## config.mk

```make
export PLATFORM = sky130hd
export DESIGN_NAME = rr_arb_mux_flat
export DESIGN_NICKNAME = d
export VERILOG_FILES = /design/src/rtl/rr_arb_mux_pkg.sv /design/src/rtl/rr_arb_mux_if.sv /design/src/rtl/rr_arb_mux_grant.sv /design/src/rtl/rr_arb_mux.sv /design/src/flat_wrapper.sv
export SDC_FILE = /design/constraint.sdc
export NUM_CORES = 1
export LEC_CHECK = 0
export ABC_AREA = 1
export CAP_MARGIN = 20
export CORE_ASPECT_RATIO = 2
export CORE_MARGIN = 4
export CORE_UTILIZATION = 38
export DETAILED_ROUTE_END_ITERATION = 8
export PLACE_DENSITY = 0.89
export RECOVER_POWER = 50
export SYNTH_ARGS = -nofsm -noshare
export SYNTH_HDL_FRONTEND = slang
export SYNTH_SLANG_ARGS = --single-unit
export TNS_END_PERCENT = 50
```

## constraint.sdc

```tcl
create_clock -name clk -period 1.7 [get_ports clk]
set_input_delay 0.34 -clock clk [delete_from_list [all_inputs] [get_ports clk]]
set_output_delay 0.34 -clock clk [all_outputs]
set_load 0.02 [all_outputs]
```

## src/rtl/rr_arb_mux_pkg.sv

```systemverilog
// Shared constants and mode encodings for the round-robin arbitrating mux.
package rr_arb_mux_pkg;

   localparam int WIDTH_DEF = 32;
   localparam int NCH_DEF   = 4;

   typedef enum logic {
      MODE_SEL = 1'b0,
      MODE_RR  = 1'b1
   } mode_e;

endpackage

```

## src/rtl/rr_arb_mux_if.sv

```systemverilog
// Channel request/accept bundle plus the registered output handshake.
interface rr_arb_mux_if #(
   parameter int WIDTH = 32,
   parameter int NCH   = 4
);
   localparam int SELW = $clog2(NCH);

   logic                  mode;
   logic [SELW-1:0]       sel;
   logic [NCH-1:0]        in_valid;
   logic [NCH*WIDTH-1:0]  in_data;
   logic [NCH-1:0]        in_ready;
   logic                  out_valid;
   logic [WIDTH-1:0]      out_data;
   logic [SELW-1:0]       out_chan;
   logic                  out_ready;

   modport master (
      output mode, sel, in_valid, in_data, out_ready,
      input  in_ready, out_valid, out_data, out_chan
   );

   modport slave (
      input  mode, sel, in_valid, in_data, out_ready,
      output in_ready, out_valid, out_data, out_chan
   );
endinterface

```

## src/rtl/rr_arb_mux_grant.sv

```systemverilog
// Combinational grant: directed select or wrap-around round-robin scan from ptr.
module rr_grant import rr_arb_mux_pkg::*; #(
   parameter  int NCH  = NCH_DEF,
   localparam int SELW = $clog2(NCH)
) (
   input  logic [NCH-1:0]  req,
   input  logic [SELW-1:0] ptr,
   input  logic            mode,
   input  logic [SELW-1:0] sel,
   output logic [NCH-1:0]  grant,
   output logic [SELW-1:0] gidx,
   output logic            gvalid
);

   logic            hi_found, lo_found;
   logic [SELW-1:0] hi_idx, lo_idx;

   always_comb begin
      grant    = '0;
      gidx     = '0;
      gvalid   = 1'b0;
      hi_found = 1'b0;
      lo_found = 1'b0;
      hi_idx   = '0;
      lo_idx   = '0;
      if (mode == MODE_RR) begin
         // Wrap-around scan split in two: first requester at or above ptr, else lowest requester.
         for (int unsigned i = 0; i < NCH; i++) begin
            if (req[i] && !hi_found && i >= 32'(ptr)) begin
               hi_found = 1'b1;
               hi_idx   = SELW'(i);
            end
            if (req[i] && !lo_found) begin
               lo_found = 1'b1;
               lo_idx   = SELW'(i);
            end
         end
         gvalid = hi_found || lo_found;
         gidx   = hi_found ? hi_idx : lo_idx;
         if (gvalid) grant[gidx] = 1'b1;
      end else if (32'(sel) < NCH) begin
         if (req[sel]) begin
            gvalid     = 1'b1;
            gidx       = sel;
            grant[sel] = 1'b1;
         end
      end
   end

endmodule

```

## src/rtl/rr_arb_mux.sv

```systemverilog
// Arbitrating N:1 mux with a single registered output stage and round-robin pointer.
module rr_arb_mux import rr_arb_mux_pkg::*; #(
   parameter  int WIDTH = WIDTH_DEF,
   parameter  int NCH   = NCH_DEF,
   localparam int SELW  = $clog2(NCH)
) (
   input  logic         clk,
   input  logic         rst,
   rr_arb_mux_if.slave  bus
);

   logic             out_valid_q, out_valid_d;
   logic [WIDTH-1:0] out_data_q,  out_data_d;
   logic [SELW-1:0]  out_chan_q,  out_chan_d;
   logic [SELW-1:0]  ptr_q,       ptr_d;

   logic [NCH-1:0]   grant;
   logic [SELW-1:0]  gidx;
   logic             gvalid;
   logic             open;
   logic             xfer;
   logic [WIDTH-1:0] sel_data;

   rr_grant #(.NCH(NCH)) u_grant (
      .req    (bus.in_valid),
      .ptr    (ptr_q),
      .mode   (bus.mode),
      .sel    (bus.sel),
      .grant  (grant),
      .gidx   (gidx),
      .gvalid (gvalid)
   );

   assign open         = !out_valid_q || bus.out_ready;
   assign xfer         = gvalid && open && !rst;
   assign bus.in_ready = xfer ? grant : '0;

   always_comb begin
      sel_data = '0;
      for (int unsigned i = 0; i < NCH; i++) begin
         if (grant[i]) sel_data = bus.in_data[i*WIDTH +: WIDTH];
      end
   end

   always_comb begin
      out_valid_d = out_valid_q;
      out_data_d  = out_data_q;
      out_chan_d  = out_chan_q;
      ptr_d       = ptr_q;
      if (xfer) begin
         out_valid_d = 1'b1;
         out_data_d  = sel_data;
         out_chan_d  = gidx;
         if (bus.mode == MODE_RR) begin
            ptr_d = (gidx == SELW'(NCH-1)) ? '0 : gidx + SELW'(1);
         end
      end else if (out_valid_q && bus.out_ready) begin
         out_valid_d = 1'b0;
      end
   end

   always_ff @(posedge clk) begin
      if (rst) begin
         out_valid_q <= 1'b0;
         out_data_q  <= '0;
         out_chan_q  <= '0;
         ptr_q       <= '0;
      end else begin
         out_valid_q <= out_valid_d;
         out_data_q  <= out_data_d;
         out_chan_q  <= out_chan_d;
         ptr_q       <= ptr_d;
      end
   end

   assign bus.out_valid = out_valid_q;
   assign bus.out_data  = out_data_q;
   assign bus.out_chan  = out_chan_q;

endmodule

```

## src/flat_wrapper.sv

```systemverilog
// flat-port wrapper written by rule: the top's interface ports become plain ports
module rr_arb_mux_flat import rr_arb_mux_pkg::*;
#(
   parameter  int WIDTH = WIDTH_DEF,
   parameter  int NCH   = NCH_DEF,
   localparam int SELW  = $clog2(NCH)
)
  (clk, rst, bus_mode, bus_sel, bus_in_valid, bus_in_data, bus_out_ready, bus_in_ready, bus_out_valid, bus_out_data, bus_out_chan);
  rr_arb_mux_if #(.WIDTH(WIDTH), .NCH(NCH)) bus_i ();
  input  logic clk;
  input  logic rst;
  input wire logic [$bits(bus_i.mode)-1:0] bus_mode;
  input wire logic [$bits(bus_i.sel)-1:0] bus_sel;
  input wire logic [$bits(bus_i.in_valid)-1:0] bus_in_valid;
  input wire logic [$bits(bus_i.in_data)-1:0] bus_in_data;
  input wire logic [$bits(bus_i.out_ready)-1:0] bus_out_ready;
  output wire logic [$bits(bus_i.in_ready)-1:0] bus_in_ready;
  output wire logic [$bits(bus_i.out_valid)-1:0] bus_out_valid;
  output wire logic [$bits(bus_i.out_data)-1:0] bus_out_data;
  output wire logic [$bits(bus_i.out_chan)-1:0] bus_out_chan;
  assign bus_i.mode = bus_mode;
  assign bus_i.sel = bus_sel;
  assign bus_i.in_valid = bus_in_valid;
  assign bus_i.in_data = bus_in_data;
  assign bus_i.out_ready = bus_out_ready;
  assign bus_in_ready = bus_i.in_ready;
  assign bus_out_valid = bus_i.out_valid;
  assign bus_out_data = bus_i.out_data;
  assign bus_out_chan = bus_i.out_chan;
  rr_arb_mux #(.WIDTH(WIDTH), .NCH(NCH)) u_core (.clk(clk), .rst(rst), .bus(bus_i));
endmodule
```

==> results.tsv, run 1 <==
stage	metric	value	unit
yosys	synth_top_cell_by_area	nand2_1	
setup_path	critPathMostFrequentCell	nand2_2	
setup_path	cp.required	1.36	ns
floorplan	core_area	0.00738	sq mm
cts	cts-htree-levels	2	
yosys	synth_top_area_frac	0.280	
sta	drv_slew	0	
job	cap_violations	0	
setup_path	worstPathMaxFanout	4	
setup_path	cp_data_arrival_time	1.55	ns
power_and_ir_drop	switching_share	0.335	
routing	via_per_inst	5.26	
yosys	ys_types	27	
routing	firstDrtPassIters	5	
routing	wl_met1	4150	microns
floorplan	start_util	0.394	
yosys	postSynth.asyncResetShare	0	
global_routing	antenna_found_initial	0	
placed_design	gp_congestion	0.896	
global_routing	grt_overflow_total	0	
global_routing	grt_start_max_net_pins	38	
floorplan	num_rows	44	
outcome	violations	setup timing	
layout	multi_input_area	0.00193	sq mm
power_and_ir_drop	p_clk_frac	0.271	
setup_path	reg2reg_slack	-0.09	ns
setup_path	cp_slowest_stage_delay	0.38	ns
routing	wl	12200	microns
setup_path	path_cells	inv_2 -> nand2_2 -> nand2_2 -> nand2_4 -> buf_4 -> o2111ai_2 -> nand2_2 -> inv_2 -> nor2_4 -> buf_6	
outcome	status	complete, but fails checks	
routing	drtIter0Drc	239	
power_and_ir_drop	fin_total_pwr	3.24	mW
setup_path	cp_num_buf_inv	4	
setup_path	crit_family	simple AND/OR/NAND/NOR gates	
routing	avgRoutedWirePerCell	15.7	microns
routing	vias	4087	
yosys	synth_area_per_cell	5.74	sq um
power_and_ir_drop	powerDensity	631	mW/mm^2
setup_path	slowest_stage	dfxtp_4	
setup_path	cp_num_cells	10	
worst_hold_path	hold_path_class	reg -> reg	
layout	drive_gt1_frac	0.130	
sta	rsz0062_at_grt	yes	
routing	wl_met2	6700	microns
setup_path	critical_path_class	reg -> out	
yosys	synth_common_cells	nand2_1, nand3_1, inv_1	
floorplan	top_level_ports	177	
global_routing	grt_pass1_vias	4130	
power_and_ir_drop	p_leak	2.53	nW
cts	cts_tree	built	
setup_path	reg2reg_from	u_core.ptr_q[1]	
yosys	synth_area_leaders	nand2_1, dfxtp_1, nand3_1, o21bai_1, inv_1	
routing	ant_nets	0	
placed_design	place_ws	-1.07	ns
cts	path_clk_slew	0.05	ns
yosys	synth.most_common_cell	nand2_1	
layout	diodes	0	
setup_path	crit_path_end_kind	output port	
yosys	syn_inst	506	
yosys	synth_fp_nets	644	
yosys	ys_ff_latch	37	
routing	wl_met3	860	microns
sta	holdWs	0.460	ns
power_and_ir_drop	internal_power	2.15	mW
sta	skew	0.00263	ns
setup_path	start_kind	flip-flop	
sta	period_share	1.11	
worst_hold_path	whs_path_depth	2	
setup_path	ff2ff_path_depth	11	
layout	area_growth	76.7	%
global_routing	track_usage	0.255	
setup_path	regToRegEndpoint	u_core.bus.out_data[11]	
floorplan	die_height	132	microns
cts	clk_latency	0.27	ns
sta	finalHoldViolations	0	
routing	highest_layer	met4	
yosys	ys.flop_type	dfxtp_1	
yosys	seq_area_frac_synth	0.255	
power_and_ir_drop	power_frac_comb	0.424	
sta	fmax	530	MHz
placed_design	port_buffers	176	
power_and_ir_drop	switchingPower	1.08	mW
global_routing	grt_first_pass_wirelength	19400	microns
placed_design	dp_hpwl	8950	microns
setup_path	startpoint	u_core.ptr_q[0]	
sta	max_slew_margin	0.748	
floorplan	fp.dieArea	0.00919	sq mm
sta	setup_viol	37	
routing	remaining_drc_errors	0	
cts	cts_buffer_depth	2	
yosys	synth_edf_count	0	
layout	fin_nets	822	
layout	final-seq-area	748	sq um
cts	numClockSinks	37	
worst_hold_path	min_from	u_core.bus.out_data[2]	
floorplan	die_w	69.8	microns
sta	period_needed	1.89	ns
power_and_ir_drop	power_frac_seq	0.305	
cts	numCtsBuffers	5	
cts	cts-root-buf	clkbuf_16	
yosys	yosys_warnings	0	
layout	fillers	632	
sta	worst_pin_slew	0.378	ns
worst_hold_path	hold_path_end	u_core.bus.out_data[2]	
sta	fin_ws	-0.185	ns
yosys	synthesis.area	0.00291	sq mm
power_and_ir_drop	peakVddDrop	0.399	mV
## power by group through the flow
stage                     combinational, mW  sequential, mW  clock (mW)
after floorplan                       0.587            1.08           0
after global placement                 1.27            1.00           0
after detailed placement               1.30            1.00           0
after CTS                              1.35           0.988       0.902
after global routing                   1.48           0.995       0.945
final                                  1.37           0.987       0.877
## layer usage
metal / track usage / vias to the layer above
li1: - / 1967
met3: 0.0528 / 41
met4: 0.106 / 0
met1: 0.247 / 1871
met5: 0 / -
met2: 0.502 / 208
## cells in the final DEF, fill, tap and decap left out, types with 4 or more instances in the layout
| cell | netlist | routed |
|---|---|---|
| nor2_4 | 0 | 6 |
| a21oi_1 | 34 | 33 |
| nor2_1 | 12 | 4 |
| inv_1 | 46 | 42 |
| buf_4 | 7 | 20 |
| nor2_2 | 3 | 5 |
| nand4_1 | 5 | 5 |
| clkdlybuf4s50_1 | 0 | 148 |
| nand3_2 | 2 | 4 |
| dlygate4sd3_1 | 0 | 15 |
| nand2_1 | 217 | 202 |
| inv_2 | 2 | 6 |
| dfxtp_1 | 37 | 35 |
| nand2_2 | 1 | 12 |
| clkbuf_16 | 0 | 5 |
| o21bai_1 | 32 | 32 |
| nand2_4 | 0 | 4 |
| buf_6 | 3 | 9 |
| nand3_1 | 69 | 66 |
## cells by family (layout without fill, tap and decap cells)
group / Yosys count / in the layout / synth area share
AOI/OAI and AO/OA: 75 / 75 / 0.161
DFF: 37 / 37 / 0.255
and+or+nand+nor: 312 / 312 / 0.452
buffers and inverters: 82 / 261 / 0.132
## stage by stage
step / TNS (ns) / std cells / instance area [sq um] / util
3_3_place_gp: -35.29 / 765 / 4800 / 0.650
3_5_place_dp: -39.52 / 765 / 4800 / 0.650
5_1_grt: -6.35 / 777 / 5130 / 0.696
4_1_cts: -2.30 / 776 / 5050 / 0.685
2_1_floorplan: 0 / 506 / 2940 / -
6_report: -1.71 / 777 / 5130 / 0.696
## area by class of cell
cell class / instances / area share
repair buffers: 204 / 0.388
multi-input cells: 387 / 0.375
flip-flops and latches: 37 / 0.146
inverters: 49 / 0.0409
clock buffers: 6 / 0.0251
well taps: 92 / 0.0224
clock inverters: 2 / 0.00195
## registers in the layout, summed over array words and instances, names as in the netlist
name,cells
u_core.bus.out_data,32
u_core.ptr_q,2
u_core.bus.out_chan,2
u_core.bus.out_valid,1
## worst min-delay path: stages (launching register included)
cell	delay [ns]
dfxtp_1	0.30
nand2_1	0.06
a21oi_1	0.05
## how the worst max path moves through the flow
stage / end / slack [ns]
floorplan: bus_in_ready[1] / 0.0006
global placement: u_core.bus.out_chan[0] / -0.97
detailed placement: u_core.bus.out_chan[0] / -1.07
CTS: bus_in_ready[1] / -0.14
global route: bus_in_ready[2] / -0.24
finish: bus_in_ready[3] / -0.19
## what timing repair did
action / in CTS / in global routing
hold buffers: 0 / 0
buffers inserted: 3 / 1
pin swaps: 17 / 17
endpoints found under the setup margin: 41 / 39
resized for setup: 70 / 30
hold endpoints to repair: 0 / 0
No activity file was read; power rests on OpenSTA's default activity.
==> run 2: changes to the inputs <==
--- a/config.mk
+++ b/config.mk
@@ -13,6 +13,7 @@
 export DETAILED_ROUTE_END_ITERATION = 8
 export PLACE_DENSITY = 0.89
 export RECOVER_POWER = 50
+export SETUP_SLACK_MARGIN = 0.3
 export SYNTH_ARGS = -nofsm -noshare
 export SYNTH_HDL_FRONTEND = slang
 export SYNTH_SLANG_ARGS = --single-unit
==> results.tsv, run 2 (synthesis results as in run 1) <==
stage	metric	value	unit
outcome	status	complete, but fails checks	
outcome	violations	setup timing	
worst_hold_path	hold_path_class	reg -> reg	
routing	remaining_drc_errors	0	
layout	largest_register_ffs	32	
sta	period_share	1.13	
cts	cts_tree	built	
setup_path	crit_path_end_kind	output port	
global_routing	track_usage	0.273	
global_routing	grt_overflow_total	0	
layout	layout_common_cells	nand2_1, clkdlybuf4s50_1, nand3_1	
floorplan	core_area	0.00738	sq mm
placed_design	port_buffers	176	
layout	fin_nets	839	
placed_design	gp_congestion	0.892	
sta	drv_slew	0	
routing	via_per_inst	5.29	
setup_path	worstPathMaxFanout	4	
placed_design	dp_hpwl	9140	microns
global_routing	grt_start_max_net_pins	35	
setup_path	reg2reg_slack	-0.09	ns
sta	period_needed	1.92	ns
job	cap_violations	0	
cts	path_clk_slew	0.06	ns
floorplan	start_util	0.394	
setup_path	path_cells	inv_2 -> nand2_2 -> nand2_2 -> nand2_4 -> o2111ai_1 -> nand2_1 -> inv_2 -> nor2_4 -> buf_6	
routing	wl	13800	microns
routing	avgRoutedWirePerCell	17.4	microns
sta	fin_ws	-0.219	ns
sta	fmax	521	MHz
cts	holdBufCountCts	0	
cts	cts-htree-levels	2	
setup_path	cp_data_arrival_time	1.58	ns
cts	cts-root-buf	clkbuf_16	
placed_design	place_area	0.00488	sq mm
setup_path	slowest_stage	dfxtp_4	
cts	clk_latency	0.29	ns
sta	rsz0062_at_grt	yes	
layout	final_common_cell	nand2_1	
cts	cts_buffer_depth	2	
floorplan	die_w	69.8	microns
floorplan	num_rows	44	
worst_hold_path	min_from	u_core.bus.out_data[15]	
cts	numCtsBuffers	5	
setup_path	regToRegEndpoint	u_core.bus.out_data[31]	
floorplan	die_height	132	microns
floorplan	top_level_ports	177	
power_and_ir_drop	powerDensity	661	mW/mm^2
worst_hold_path	hold_path_end	u_core.bus.out_data[15]	
routing	firstDrtPassIters	5	
sta	worst_pin_slew	0.386	ns
sta	finalHoldViolations	0	
global_routing	antenna_found_initial	0	
layout	diodes	0	
worst_hold_path	whs_path_depth	2	
global_routing	grt_pass1_vias	4299	
routing	drtIter0Drc	286	
setup_path	ff2ff_path_depth	11	
power_and_ir_drop	peakVddDrop	0.539	mV
sta	skew	0.00714	ns
setup_path	start_kind	flip-flop	
layout	fillers	598	
floorplan	fp.dieArea	0.00919	sq mm
routing	vias	4199	
layout	stdcell_area	0.00545	sq mm
layout	drive_gt1_frac	0.160	
setup_path	critical_path_class	reg -> out	
routing	ant_nets	0	
sta	setup_viol	36	
setup_path	cp.required	1.36	ns
setup_path	reg2reg_from	u_core.ptr_q[0]	
layout	area_growth	87.6	%
sta	holdWs	0.464	ns
sta	fin_tns_setup	-2.09	ns
sta	max_slew_margin	0.743	
global_routing	grt_first_pass_wirelength	20300	microns
cts	numClockSinks	37	
power_and_ir_drop	p_leak	2.78	nW
setup_path	cp_slowest_stage_delay	0.38	ns
[run 2: changes by cell type in the layout (fill, tap and decap cells not counted), sizes merged]
cell,before,now
bufinv,0,1
dlygate4sd3,15,0
clkinv,3,2
inv,48,49
clkdlybuf4s50,148,130
dlygate4sd2,2,35
buf,34,50
[run 2: worst max path at each step]
| stage | startpoint | end | slack, ns | cells after the start |
|---|---|---|---|---|
| 3_5_place_dp | bus_sel[0] | bus_in_ready[1] | -1.08 | 10 |
| 5_1_grt | u_core.ptr_q[0] | bus_in_ready[3] | -0.30 | 9 |
| 3_3_place_gp | bus_in_valid[0] | bus_in_ready[1] | -1.0 | 10 |
| 6_report | u_core.ptr_q[0] | bus_in_ready[3] | -0.22 | 9 |
| 4_1_cts | u_core.ptr_q[1] | bus_in_ready[2] | -0.17 | 10 |
| 2_1_floorplan | bus_sel[0] | bus_in_ready[0] | 0.09 | 9 |
[run 2: report_power, final]
part	total, mW	switching, mW	internal [mW]
Sequential	0.988	0.0469	0.941
Clock	1.09	0.399	0.695
Combinational	1.52	0.765	0.755
[run 2: per-stage QoR]
stage               power, mW  setup slack, ns   util  instances
finish                   3.60           -0.219  0.739        794
global route             3.76           -0.298  0.739        794
CTS                      3.47           -0.172  0.707        787
detailed placement       2.35            -1.08  0.662        764
global placement         2.32           -0.999  0.662        764
floorplan                1.71           0.0907      -        506
[run 2: routing by layer]
| metal | GRT usage | wire length [microns] |
|---|---|---|
| met5 | 0 | 0 |
| met4 | 0.152 | 637 |
| met3 | 0.0596 | 1070 |
| met2 | 0.531 | 7730 |
| met1 | 0.250 | 4380 |
[run 2: critical path, delay by kind of cell (launching register included)]
family | cells | cell delay [ns]
simple gates | 5 | 0.54
flops | 1 | 0.38
buf+inv | 3 | 0.25
compound gates | 1 | 0.12
[run 2: repair_timing]
action | CTS | global route
gates resized for setup | 109 | 41
buffers inserted | 14 | 5
pin swaps | 12 | 18
gates cloned | 1 | 2
endpoints found under the setup margin | 76 | 41
[run 2: cell type report]
type                       instances  area [sq um]  area share
inverter                          49           211      0.0388
tap                               92           115      0.0211
clock inverter                     3          43.8     0.00803
sequential                        37           748       0.137
timing repair buffer             221          2230       0.410
multi-input combinational        387          1970       0.362
clock buffer                       5           125      0.0230
==> run 3: changes to the inputs <==
--- a/config.mk
+++ b/config.mk
@@ -10,6 +10,7 @@
 export CORE_ASPECT_RATIO = 2
 export CORE_MARGIN = 4
 export CORE_UTILIZATION = 38
+export CTS_BUF_LIST = sky130_fd_sc_hd__clkbuf_16
 export DETAILED_ROUTE_END_ITERATION = 8
 export PLACE_DENSITY = 0.89
 export RECOVER_POWER = 50
@@ -17,4 +18,3 @@
 export SYNTH_ARGS = -nofsm -noshare
 export SYNTH_HDL_FRONTEND = slang
 export SYNTH_SLANG_ARGS = --single-unit
-export TNS_END_PERCENT = 50
==> results.tsv, run 3 (synthesis results as in run 1) <==
stage	metric	value	unit
routing	remaining_drc_errors	0	
cts	cts_tree	built	
setup_path	cp.required	1.36	ns
layout	final_common_cell	nand2_1	
setup_path	cp_data_arrival_time	1.58	ns
sta	max_slew_margin	0.744	
outcome	status	complete, but fails checks	
cts	cts-root-buf	clkbuf_16	
sta	drv_slew	0	
cts	cts-htree-levels	2	
global_routing	grt_start_max_net_pins	37	
sta	period_needed	1.92	ns
routing	ant_nets	0	
layout	layout_common_cells	nand2_1, clkdlybuf4s50_1, nand3_1	
floorplan	top_level_ports	177	
layout	largest_register_ffs	32	
global_routing	grt_first_pass_wirelength	19900	microns
setup_path	crit_path_end_kind	output port	
worst_hold_path	hold_path_class	reg -> reg	
job	cap_violations	0	
floorplan	fp.dieArea	0.00919	sq mm
setup_path	worstPathMaxFanout	4	
worst_hold_path	whs_path_depth	2	
setup_path	reg2reg_slack	-0.16	ns
cts	numClockSinks	37	
cts	holdBufCountCts	0	
setup_path	critical_path_class	reg -> out	
global_routing	antenna_found_initial	0	
power_and_ir_drop	powerDensity	633	mW/mm^2
sta	fmax	522	MHz
routing	vias	4081	
floorplan	start_util	0.394	
sta	skew	0.00486	ns
placed_design	place_ws	-1.11	ns
layout	drive_gt1_frac	0.139	
sta	period_share	1.13	
layout	diodes	0	
power_and_ir_drop	p_leak	2.69	nW
cts	numCtsBuffers	5	
setup_path	ff2ff_path_depth	13	
floorplan	num_rows	44	
routing	wl	13300	microns
floorplan	die_height	132	microns
sta	fin_ws	-0.217	ns
power_and_ir_drop	fin_total_pwr	3.32	mW
floorplan	die_w	69.8	microns
setup_path	start_kind	flip-flop	
global_routing	grt_pass1_vias	4207	
sta	worst_pin_slew	0.385	ns
cts	cts_buffer_depth	2	
placed_design	dp_hpwl	9440	microns
outcome	violations	setup timing	
routing	drtIter0Drc	338	
layout	fin_nets	828	
setup_path	reg2reg_from	u_core.ptr_q[0]	
placed_design	port_buffers	176	
setup_path	regToRegEndpoint	u_core.bus.out_data[1]	
sta	rsz0062_at_grt	yes	
routing	firstDrtPassIters	4	
power_and_ir_drop	peakVddDrop	0.378	mV
cts	clk_latency	0.28	ns
sta	finalHoldViolations	0	
global_routing	track_usage	0.270	
floorplan	core_area	0.00738	sq mm
worst_hold_path	min_from	u_core.bus.out_data[22]	
placed_design	gp_congestion	0.932	
sta	holdWs	0.463	ns
global_routing	grt_overflow_total	0	
routing	avgRoutedWirePerCell	17.0	microns
layout	area_growth	80.7	%
sta	setup_viol	36	
worst_hold_path	hold_path_end	u_core.bus.out_data[22]	
routing	via_per_inst	5.21	
cts	path_clk_slew	0.06	ns
-- run 3: cell types whose count changed in the layout (fill, tap and decap cells not counted), moves of 2 or more --
| cell | previous run | this run |
|---|---|---|
| buf_8 | 6 | 3 |
| buf_6 | 12 | 9 |
| nand2_1 | 199 | 203 |
| buf_4 | 24 | 22 |
| nand2_4 | 7 | 4 |
| nor2_1 | 5 | 3 |
| clkbuf_16 | 7 | 5 |
| nand3_2 | 4 | 2 |
| clkinv_1 | 0 | 2 |
-- run 3: layout make-up --
class,count,area (sq um)
clock buffer,5,125
clock inverter,3,16.3
fill,631,2130
inverter,49,209
multi-input combinational,387,1960
sequential,37,748
tap,92,115
timing repair buffer,210,2080
-- run 3: timing repair --
action	in CTS	in global routing
hold endpoints to repair	0	0
setup buffers	5	2
gates cloned	1	0
resized for setup	117	18
pin swaps	8	12
setup endpoints to repair	76	43
-- run 3: power breakdown --
part	switching, mW	internal, mW	total, mW
Combinational	0.738	0.701	1.44
Clock	0.359	0.538	0.897
Sequential	0.0457	0.942	0.987
Total	1.14	2.18	3.32
-- run 3: worst max-delay path by stage --
stage                    startpoint         endpoint  slack, ns  cells after the start
floorplan                bus_sel[0]  bus_in_ready[0]       0.09                      9
detailed placement       bus_sel[0]  bus_in_ready[1]      -1.11                     10
finish              u_core.ptr_q[0]  bus_in_ready[2]      -0.22                     11
global route        u_core.ptr_q[0]  bus_in_ready[1]      -0.29                     10
global placement         bus_sel[0]  bus_in_ready[1]      -0.99                     10
CTS                 u_core.ptr_q[1]  bus_in_ready[1]      -0.16                      9
-- run 3: critical path, stage by stage (launching register included) --
cell and delay [ns]:
dfxtp_4 0.38, inv_2 0.03, nand2_1 0.04, nand2_1 0.07, nand2_2 0.14, nand2_1 0.08
nor2_1 0.13, nand2_1 0.08, nand2_2 0.09, inv_2 0.06, nor2_4 0.08, buf_6 0.12
-- run 3: metrics by stage --
step	util	cell area (sq um)	setup TNS [ns]	instances
finish	0.711	5250	-3.09	783
detailed placement	0.663	4890	-40.88	767
CTS	0.702	5180	-1.71	781
global placement	0.663	4890	-37.18	767
floorplan	-	3050	0	506
global route	0.711	5250	-6.98	783
-- run 3: metal layers --
layer / part of all wire / global-route usage / up-vias
met1: 0.32 / 0.242 / 1813
met4: 0.050 / 0.150 / 0
met2: 0.56 / 0.535 / 239
li1: - / - / 1977
met3: 0.070 / 0.0566 / 52
met5: 0 / 0 / -
